## config.mk

```make
export PLATFORM = sky130hd
export DESIGN_NAME = core_wb_s
export DESIGN_NICKNAME = d
export VERILOG_FILES = /design/src/rtl/core_pkg.sv /design/src/rtl/core_wb_ld_ext.sv /design/src/rtl/core_wb_s.sv
export SDC_FILE = /design/constraint.sdc
export NUM_CORES = 1
export LEC_CHECK = 0
export BUFFER_PORTS_ARGS = -buffer_cell sky130_fd_sc_hd__clkbuf_2
export CORE_MARGIN = 2
export CORE_UTILIZATION = 35
export CTS_BUF_LIST = sky130_fd_sc_hd__clkbuf_8
export CTS_CLUSTER_SIZE = 16
export DETAILED_ROUTE_END_ITERATION = 16
export GPL_TIMING_DRIVEN = 0
export SLEW_MARGIN = 25
export SYNTH_ARGS = -nofsm -noshare
export SYNTH_HDL_FRONTEND = slang
export SYNTH_SLANG_ARGS = --single-unit
```

## constraint.sdc

```tcl
create_clock -name clk -period 5.7 [get_ports clk]
set_input_delay 0.855 -clock clk [delete_from_list [all_inputs] [get_ports clk]]
set_output_delay 0.855 -clock clk [all_outputs]
set_load 0.03 [all_outputs]
```

## src/rtl/core_pkg.sv

```systemverilog
// Shared encodings for the Selen core: write-back result sources, load types
// and the write-back FSM state.
package core_pkg;

    localparam logic [1:0] WB_SRC_ALU = 2'd0;
    localparam logic [1:0] WB_SRC_LD  = 2'd1;
    localparam logic [1:0] WB_SRC_IMM = 2'd2;
    localparam logic [1:0] WB_SRC_PC4 = 2'd3;

    localparam logic [2:0] SX_LB  = 3'b000;
    localparam logic [2:0] SX_LH  = 3'b001;
    localparam logic [2:0] SX_LW  = 3'b010;
    localparam logic [2:0] SX_LBU = 3'b100;
    localparam logic [2:0] SX_LHU = 3'b101;

    typedef enum logic {
        WB_IDLE     = 1'b0,
        WB_WAIT_ACK = 1'b1
    } wb_state_t;

endpackage

```

## src/rtl/core_wb_ld_ext.sv

```systemverilog
// Load-data extractor: picks the addressed byte/half of the response word and
// sign- or zero-extends it. Unknown load types pass the whole word through.
module core_wb_ld_ext
    import core_pkg::*;
(
    input  logic [31:0] rdata,
    input  logic [1:0]  off,
    input  logic [2:0]  sx_type,
    output logic [31:0] data
);

    logic [7:0]  byte_lane [4];
    logic [7:0]  byte_sel;
    logic [15:0] half_sel;

    generate
        for (genvar gi = 0; gi < 4; gi++) begin : g_lane
            assign byte_lane[gi] = rdata[8*gi +: 8];
        end
    endgenerate

    assign byte_sel = byte_lane[off];
    // Halfword selection deliberately ignores off[0]; misaligned halves are not split.
    assign half_sel = off[1] ? rdata[31:16] : rdata[15:0];

    always_comb begin
        data = rdata;
        case (sx_type)
            SX_LB:   data = {{24{byte_sel[7]}}, byte_sel};
            SX_LBU:  data = {24'd0, byte_sel};
            SX_LH:   data = {{16{half_sel[15]}}, half_sel};
            SX_LHU:  data = {16'd0, half_sel};
            default: data = rdata;
        endcase
    end

endmodule

```

## src/rtl/core_wb_s.sv

```systemverilog
// Write-back stage: result selection, load-response wait with upstream stall,
// registered register-file write port. Optional load timeout: CORE_WB_TIMEOUT_EN.
module core_wb_s
    import core_pkg::*;
#(
    parameter int unsigned TIMEOUT_CYCLES = 255
) (
    input  logic        clk,
    input  logic        rst,
    input  logic        wb_val_in,
    input  logic        wb_kill_in,
    input  logic        wb_we_reg_file_in,
    input  logic        wb_ld_in,
    input  logic [1:0]  wb_src_in,
    input  logic [2:0]  wb_sx_type_in,
    input  logic [4:0]  wb_rd_in,
    input  logic [31:0] wb_alu_result_in,
    input  logic [31:0] wb_sx_imm_in,
    input  logic [31:0] wb_pc_4_in,
    input  logic        l1d2wb_ack_in,
    input  logic [31:0] l1d2wb_rdata_in,
    output logic        wb2rf_we_out,
    output logic [4:0]  wb2rf_rd_out,
    output logic [31:0] wb2rf_data_out,
    output logic [31:0] wb2exe_bp_data_out,
    output logic        wb_stall_out,
    output logic        wb_err_out
);

    wb_state_t   state_reg, state_next;

    logic        acc;
    logic        timeout_hit;

    logic [4:0]  pend_rd_reg;
    logic        pend_we_reg;
    logic [2:0]  pend_sx_reg;
    logic [1:0]  pend_off_reg;

    logic        we_reg, we_next;
    logic [4:0]  rd_reg, rd_next;
    logic [31:0] data_reg, data_next;
    logic        err_reg, err_next;
    logic        stall;

    logic [1:0]  ext_off;
    logic [2:0]  ext_sx;
    logic [31:0] ld_data;
    logic [31:0] src_result;

    assign acc = wb_val_in & ~wb_kill_in;

    // While waiting, extraction uses the latched load attributes, not the (held) inputs.
    assign ext_off = (state_reg == WB_WAIT_ACK) ? pend_off_reg : wb_alu_result_in[1:0];
    assign ext_sx  = (state_reg == WB_WAIT_ACK) ? pend_sx_reg  : wb_sx_type_in;

    core_wb_ld_ext u_ld_ext (
        .rdata   (l1d2wb_rdata_in),
        .off     (ext_off),
        .sx_type (ext_sx),
        .data    (ld_data)
    );

    always_comb begin
        src_result = wb_alu_result_in;
        case (wb_src_in)
            WB_SRC_ALU: src_result = wb_alu_result_in;
            WB_SRC_LD:  src_result = ld_data;
            WB_SRC_IMM: src_result = wb_sx_imm_in;
            WB_SRC_PC4: src_result = wb_pc_4_in;
            default:    src_result = wb_alu_result_in;
        endcase
    end

`ifdef CORE_WB_TIMEOUT_EN
    localparam logic [8:0] TIMEOUT_LIM = 9'(TIMEOUT_CYCLES);

    logic [7:0] cnt_reg;

    // Fires on the TIMEOUT_CYCLES-th consecutive ack-less WAIT_ACK cycle.
    assign timeout_hit = (state_reg == WB_WAIT_ACK) && !l1d2wb_ack_in &&
                         (({1'b0, cnt_reg} + 9'd1) == TIMEOUT_LIM);

    always_ff @(posedge clk or posedge rst) begin
        if (rst) begin
            cnt_reg <= 8'd0;
        end else if (state_reg == WB_IDLE) begin
            cnt_reg <= 8'd0;
        end else if (!l1d2wb_ack_in) begin
            cnt_reg <= cnt_reg + 8'd1;
        end
    end
`else
    assign timeout_hit = 1'b0;
`endif

    // State register
    always_ff @(posedge clk or posedge rst) begin
        if (rst) begin
            state_reg <= WB_IDLE;
        end else begin
            state_reg <= state_next;
        end
    end

    // Next-state logic
    always_comb begin
        state_next = state_reg;
        case (state_reg)
            WB_IDLE: begin
                if (acc && wb_ld_in && !l1d2wb_ack_in) begin
                    state_next = WB_WAIT_ACK;
                end
            end
            WB_WAIT_ACK: begin
                if (l1d2wb_ack_in || timeout_hit) begin
                    state_next = WB_IDLE;
                end
            end
            default: state_next = WB_IDLE;
        endcase
    end

    // Output logic
    always_comb begin
        we_next   = 1'b0;
        rd_next   = rd_reg;
        data_next = data_reg;
        err_next  = 1'b0;
        stall     = 1'b0;
        case (state_reg)
            WB_IDLE: begin
                if (acc) begin
                    if (!wb_ld_in) begin
                        rd_next   = wb_rd_in;
                        data_next = src_result;
                        we_next   = wb_we_reg_file_in & (wb_rd_in != 5'd0);
                    end else if (l1d2wb_ack_in) begin
                        rd_next   = wb_rd_in;
                        data_next = ld_data;
                        we_next   = wb_we_reg_file_in & (wb_rd_in != 5'd0);
                    end else begin
                        stall = 1'b1;
                    end
                end
            end
            WB_WAIT_ACK: begin
                stall = 1'b1;
                if (l1d2wb_ack_in) begin
                    rd_next   = pend_rd_reg;
                    data_next = ld_data;
                    we_next   = pend_we_reg & (pend_rd_reg != 5'd0);
                end else if (timeout_hit) begin
                    err_next = 1'b1;
                end
            end
            default: stall = 1'b0;
        endcase
    end

    always_ff @(posedge clk or posedge rst) begin
        if (rst) begin
            pend_rd_reg  <= 5'd0;
            pend_we_reg  <= 1'b0;
            pend_sx_reg  <= SX_LW;
            pend_off_reg <= 2'd0;
        end else if (state_reg == WB_IDLE && acc && wb_ld_in && !l1d2wb_ack_in) begin
            pend_rd_reg  <= wb_rd_in;
            pend_we_reg  <= wb_we_reg_file_in;
            pend_sx_reg  <= wb_sx_type_in;
            pend_off_reg <= wb_alu_result_in[1:0];
        end
    end

    always_ff @(posedge clk or posedge rst) begin
        if (rst) begin
            we_reg   <= 1'b0;
            rd_reg   <= 5'd0;
            data_reg <= 32'd0;
            err_reg  <= 1'b0;
        end else begin
            we_reg   <= we_next;
            rd_reg   <= rd_next;
            data_reg <= data_next;
            err_reg  <= err_next;
        end
    end

    assign wb2rf_we_out       = we_reg;
    assign wb2rf_rd_out       = rd_reg;
    assign wb2rf_data_out     = data_reg;
    assign wb2exe_bp_data_out = data_reg;
    assign wb_stall_out       = stall;
    assign wb_err_out         = err_reg;

endmodule
```

### Yosys cells after proc, flatten, opt, wreduce, memory -nomap -nowiden

Index checks and enable logic that the tools add are counted.

| cells by class | value |
|---|---|
| magnitude comparators | 1 |
| bitwise gates (word level) | 6 |
| reductions and logical operators | 11 |
| mux-type cells | 28 |
| equality and inequality tests | 9 |

Operator list:

| operator | count |
|---|---|
| $pmux 32 s4 | 2 |
| $mux 32 | 3 |
| $pmux 32 s2 | 1 |
| $mux 5 | 4 |
| $bmux 8 s2 | 1 |
| $mux 16 | 1 |
| $mux 8 | 2 |
| $pmux 5 s2 | 1 |
| $reduce_bool 5->1 | 2 |
| $mux 1 | 8 |
| $eq 3x3->1 const B | 2 |
| $pmux 1 s2 | 3 |
| $logic_and 1x1->1 | 5 |
| $eq 2x2->1 const B | 2 |
| $ne 2x2->1 const B | 2 |
| $and 1x1->1 | 3 |
| $eq 3x1->1 const B | 1 |
| $ge 3x3->1 const B | 1 |
| $logic_not 3->1 | 1 |
| $mux 3 | 1 |
| $ne 3x3->1 const B | 1 |
| $not 2->3 | 1 |
| $reduce_and 3->1 | 1 |
| $eq 2x1->1 const B | 1 |
| other kinds (4) | 5 |

| storage, ports and cells | value |
|---|---|
| register bits | 50 |
| output and inout bits | 72 |
| logic and storage cells | 63 |
| bits of input ports | 145 |

### Longest topological paths before layout

| logic depth | value |
|---|---|
| depth in word-level cells | 10 |
| depth in mapped cells | 7 |
| depth with buffers taken out | 5 |

### Hierarchy

A second synthesis with hierarchy kept.

| second synthesis, totals | value |
|---|---|
| cell total of the unflattened synthesis | 432 |
| area, all modules | 3993.8 sq um |

Modules (own cells, without submodules):

| module | cells each | area each (sq um) | seq. area each (sq um) | instances |
|---|---|---|---|---|
| core_wb_s | 323 | 3365.7 | 1252.5 | 1 |
| core_wb_ld_ext | 109 | 628.1 | 0.0 | 1 |

### Worst setup path before layout

No wires, ideal clock.

| timing | value |
|---|---|
| kind | input port to output port |
| start point | input port wb_ld_in |
| end point | output port wb_stall_out |
| path buffers | 1 |
| stages on the path | 3 |
| slack | 3.202 ns |
| data required time | 4.845 ns |
| arrival time | 1.643 ns |
| path through | clkbuf_1 nand2_1 o21bai_1 |

| on the way | value |
|---|---|
| longest elaborated chain between the ends | 3 |

RTL lines:

| item | line | RTL |
|---|---|---|
| from (decl) | core_wb_s.sv:13 | `input logic wb_ld_in,` |
| $mux 1 | core_wb_s.sv:134 | `if (!wb_ld_in) begin` |
| $mux 1 | core_wb_s.sv:133 | `if (acc) begin` |
| $pmux 1 s2 | core_wb_s.sv:131 | `case (state_reg)` |
| to (decl) | core_wb_s.sv:26 | `output logic wb_stall_out,` |

No other way between the ends.

### Worst setup path in the final report

| timing | value |
|---|---|
| start point | register state_reg |
| end point | output port wb_stall_out |

| on the way | value |
|---|---|
| longest elaborated chain between the ends | 2 |

RTL lines:

| item | line | RTL |
|---|---|---|
| from (decl) | core_wb_s.sv:30 | `wb_state_t state_reg, state_next;` |
| from (signal assigned) | core_wb_s.sv:102 | `state_reg <= state_next;` |
| $not 1->1 | n/a |  |
| $pmux 1 s2 * | core_wb_s.sv:131 |  |

Every way passes the cells marked *; elsewhere a longest branch is shown, timed or not.

==> metrics.txt <==
Final Cycle Share=0.5278; standard-cell rows=39; number of I/O pins=217; All-Layer GR Usage=0.2493; CTS max path bufs=2; Critical Path RT=around 4.9 ns; Synth cell types=64; vias in the first global route=4661; Overflow after GRT=0; initial DRC count=between 300 and 400; Die W=approximately 110 um; slew margin rel.=0.3225; Sink Count=50; max_cap viols=0; Post-synth ARST share=1.000; final hold vios=0; Leak Pwr=2.612 nW; via count=4909; Finish-stage setup viols=0; Pre-Repair DR Iteration Count=5; Post-Synthesis Cell Area=4197 um^2; CTS tree=yes; clk_skew=0.009303 ns; H-tree depth=2; antenna violations before repair=0; post-route DRC violation count=0; Root Buffer=clkbuf_8; Syn Nets=around 640; CP max stage cell=buf_1; Avg Cell Area, Syn=8.410 um^2; first-pass GRT wire length=between 20000 and 30000 um; Die Ht=113.5 um; pwr dens=282.7 nW/um^2; Worst-path clk slew=0.10 ns; Syn. warnings=0; f_max=332.4 MHz; total CTS buffers=5; Worst Hold Class=reg2reg; GP Congestion=0.9067; Post CTS Setup Buffer Count=0; main combinational cell family by area after synthesis=compound AO/OA/AOI/OAI gates; layout cell share with drive strength beyond 1=0.4270; Sw Pwr=between 700 and 800 uW; Clock power frac=0.165; minimum clock period=3.008 ns; Synth Register Bits=50; critical path cell sequence=buf_4 -> buf_2 -> buf_1 -> o21bai_1 -> clkbuf_2; Worst-Margin Slew=around 1 ns; Pint=approximately 860 uW; RSZ-0062 raised after global routing=false; Synth Area in Adders=0; Mapped Cells=499; post-cts resize count=0; vias per cell=5.695; Max VDD drop=0.1356 mV; Setup CP Type=reg2out; Starting Density=0.3629; post-synthesis mux area share=0.1470; ANT nets after route=0; Logic pwr share=0.510; crit path launch type=register; Synth Area in Compound Gates=0.3020; Layout area overhead=32.23%; ys flop type=dfrtp_1; hold_buf cts=0; xor-xnor portion of the synthesized cell area=0; CP delay by family, top=buffers and inverters; outcome=completed; part of the power in registers=0.325; Sw Ratio=0.4489; Core Box Area=around 12000 um^2; fin nets=around 860; Critical Path AT=2.15 ns; Setup crit end kind=output pin; DIE AREA=12880 um^2; Design Area, Final=between 5000 and 6000 um^2; Final HPWL DP=13350 um; clk_lat worst skew=0.31 ns; total negative slack=0 ns; Worst Path Buf+Inv=4; Slew Viols, Final=0; DP Area=5439 um^2; Max FO, Critical Path=10; pin count of the biggest net entering global routing=51; n_diodes=0; Post-Synth Simple-Gate Area=0.1476; PortBufs=212; max reg flops=32; drt wl/cell=19.30 um; CP max stage delay=0.50 ns; sequential area share after synthesis=0.2984; final wirelength=16640 um; Post-synth EDFFs=0
layer usage:
metal,wire [um],vias to the layer above,track usage
met2,8047,242,0.4204
li1,-,2274,-
met3,1263,35,0.04251
met5,0,-,0
met4,385,0,0.07073
met1,6940,2358,0.3307
final timing paths:
| check | slack (ns) | depth (start not counted) | startpoint | to |
|---|---|---|---|---|
| worst max-delay path | 2.69 | 5 | state_reg | wb_stall_out |
| worst min-delay path | 0.52 | 1 | pend_we_reg | pend_we_reg |
| worst max register to register | 3.24 | 6 | state_reg | wb2exe_bp_data_out[0] |
| worst min register to register | 0.52 | 1 | pend_we_reg | pend_we_reg |
| max in group asynchronous | 4.62 | 2 | rst | wb2exe_bp_data_out[23] |
| min in group asynchronous | 0.63 | 2 | rst | wb2exe_bp_data_out[24] |
synthesized netlist by cell type (3+ instances only):
cell type / instances / share of area
a21oi_2: 6 / 0.013
a22oi_1: 15 / 0.027
nor2b_1: 4 / 0.0060
o22ai_1: 23 / 0.034
nand2b_1: 5 / 0.0075
o32ai_1: 7 / 0.015
a221oi_2: 4 / 0.014
buf_4: 34 / 0.061
o21ai_0: 27 / 0.032
nand2_1: 27 / 0.024
mux2_1: 7 / 0.019
o211ai_1: 3 / 0.0054
buf_2: 16 / 0.019
dfrtp_1: 49 / 0.29
nor2_1: 57 / 0.051
inv_1: 3 / 0.0027
nand3_1: 4 / 0.0048
a221o_1: 3 / 0.0072
o2bb2ai_1: 3 / 0.0063
nor3_1: 10 / 0.012
o21ai_1: 17 / 0.020
a21oi_1: 59 / 0.070
o22a_1: 5 / 0.010
buf_1: 3 / 0.0027
mux2i_1: 34 / 0.081
clkbuf_1: 14 / 0.013
mux2_2: 11 / 0.030
nor3b_2: 3 / 0.0089
stage by stage:
| step | hold WS (ns) | utilization | power, mW | setup WS [ns] | std cells |
|---|---|---|---|---|---|
| 2_1_floorplan | 0.4589 | - | 1.051 | 3.202 | 499 |
| 3_3_place_gp | 0.4721 | 0.4701 | 1.303 | 2.883 | 854 |
| 3_5_place_dp | 0.5006 | 0.4703 | 1.316 | 2.908 | 854 |
| 4_1_cts | 0.5241 | 0.4798 | 1.577 | 2.697 | 862 |
| 5_1_grt | 0.5363 | 0.4798 | 1.650 | 2.558 | 862 |
| 6_report | 0.5236 | 0.4798 | 1.569 | 2.692 | 862 |
area by class of cell:
cell class                      count  area [um^2]
Buffer                             69        421.7
Clock buffer                        5        68.82
Sequential cell                    50         1252
Multi-Input combinational cell    376         2507
Clock inverter                      3        41.29
Fill cell                        1192         6016
Inverter                            4        17.52
Timing Repair Buffer              212         1061
Tap cell                          143        178.9
power groups by stage:
stage | clock [mW] | sequential, mW | combinational [mW]
detailed placement | 0 | 0.517 | 0.799
finish | 0.259 | 0.510 | 0.800
floorplan | 0 | 0.619 | 0.433
global placement | 0 | 0.512 | 0.790
global route | 0.278 | 0.520 | 0.851
CTS | 0.266 | 0.510 | 0.801
logic make-up after synthesis:
group	Yosys count
DFF	50
muxes	56
other	1
and+or+nand+nor	127
buffers and inverters	73
AOI/OAI and AO/OA	192
cells in the final DEF (no fill, tap or decap), drive strengths merged, types with 2 or more instances in the layout:
cell,instances
o221ai,3
nor3,10
a31oi,2
a21oi,65
or4,2
mux2,19
o31ai,2
o32ai,7
clkbuf,231
nand2b,5
nand2,27
nor3b,3
o22ai,24
or3b,2
inv,4
nor4,2
dfrtp,49
o21bai,2
a221o,3
o22a,5
o211ai,3
buf,55
o21a,2
nor2,57
a221oi,4
nor2b,4
mux2i,37
o2bb2ai,3
o21ai,44
or4b,2
o221a,2
a22oi,15
nand3,4
worst reg2reg max path: stages, from the launching register on:
cell and delay, ns:
dfrtp_1 0.44, buf_4 0.20, nor4b_1 0.88, buf_2 0.40, o21ai_0 0.14, o221a_1 0.14
o22a_1 0.16
Power figures use the tool's default switching activity.
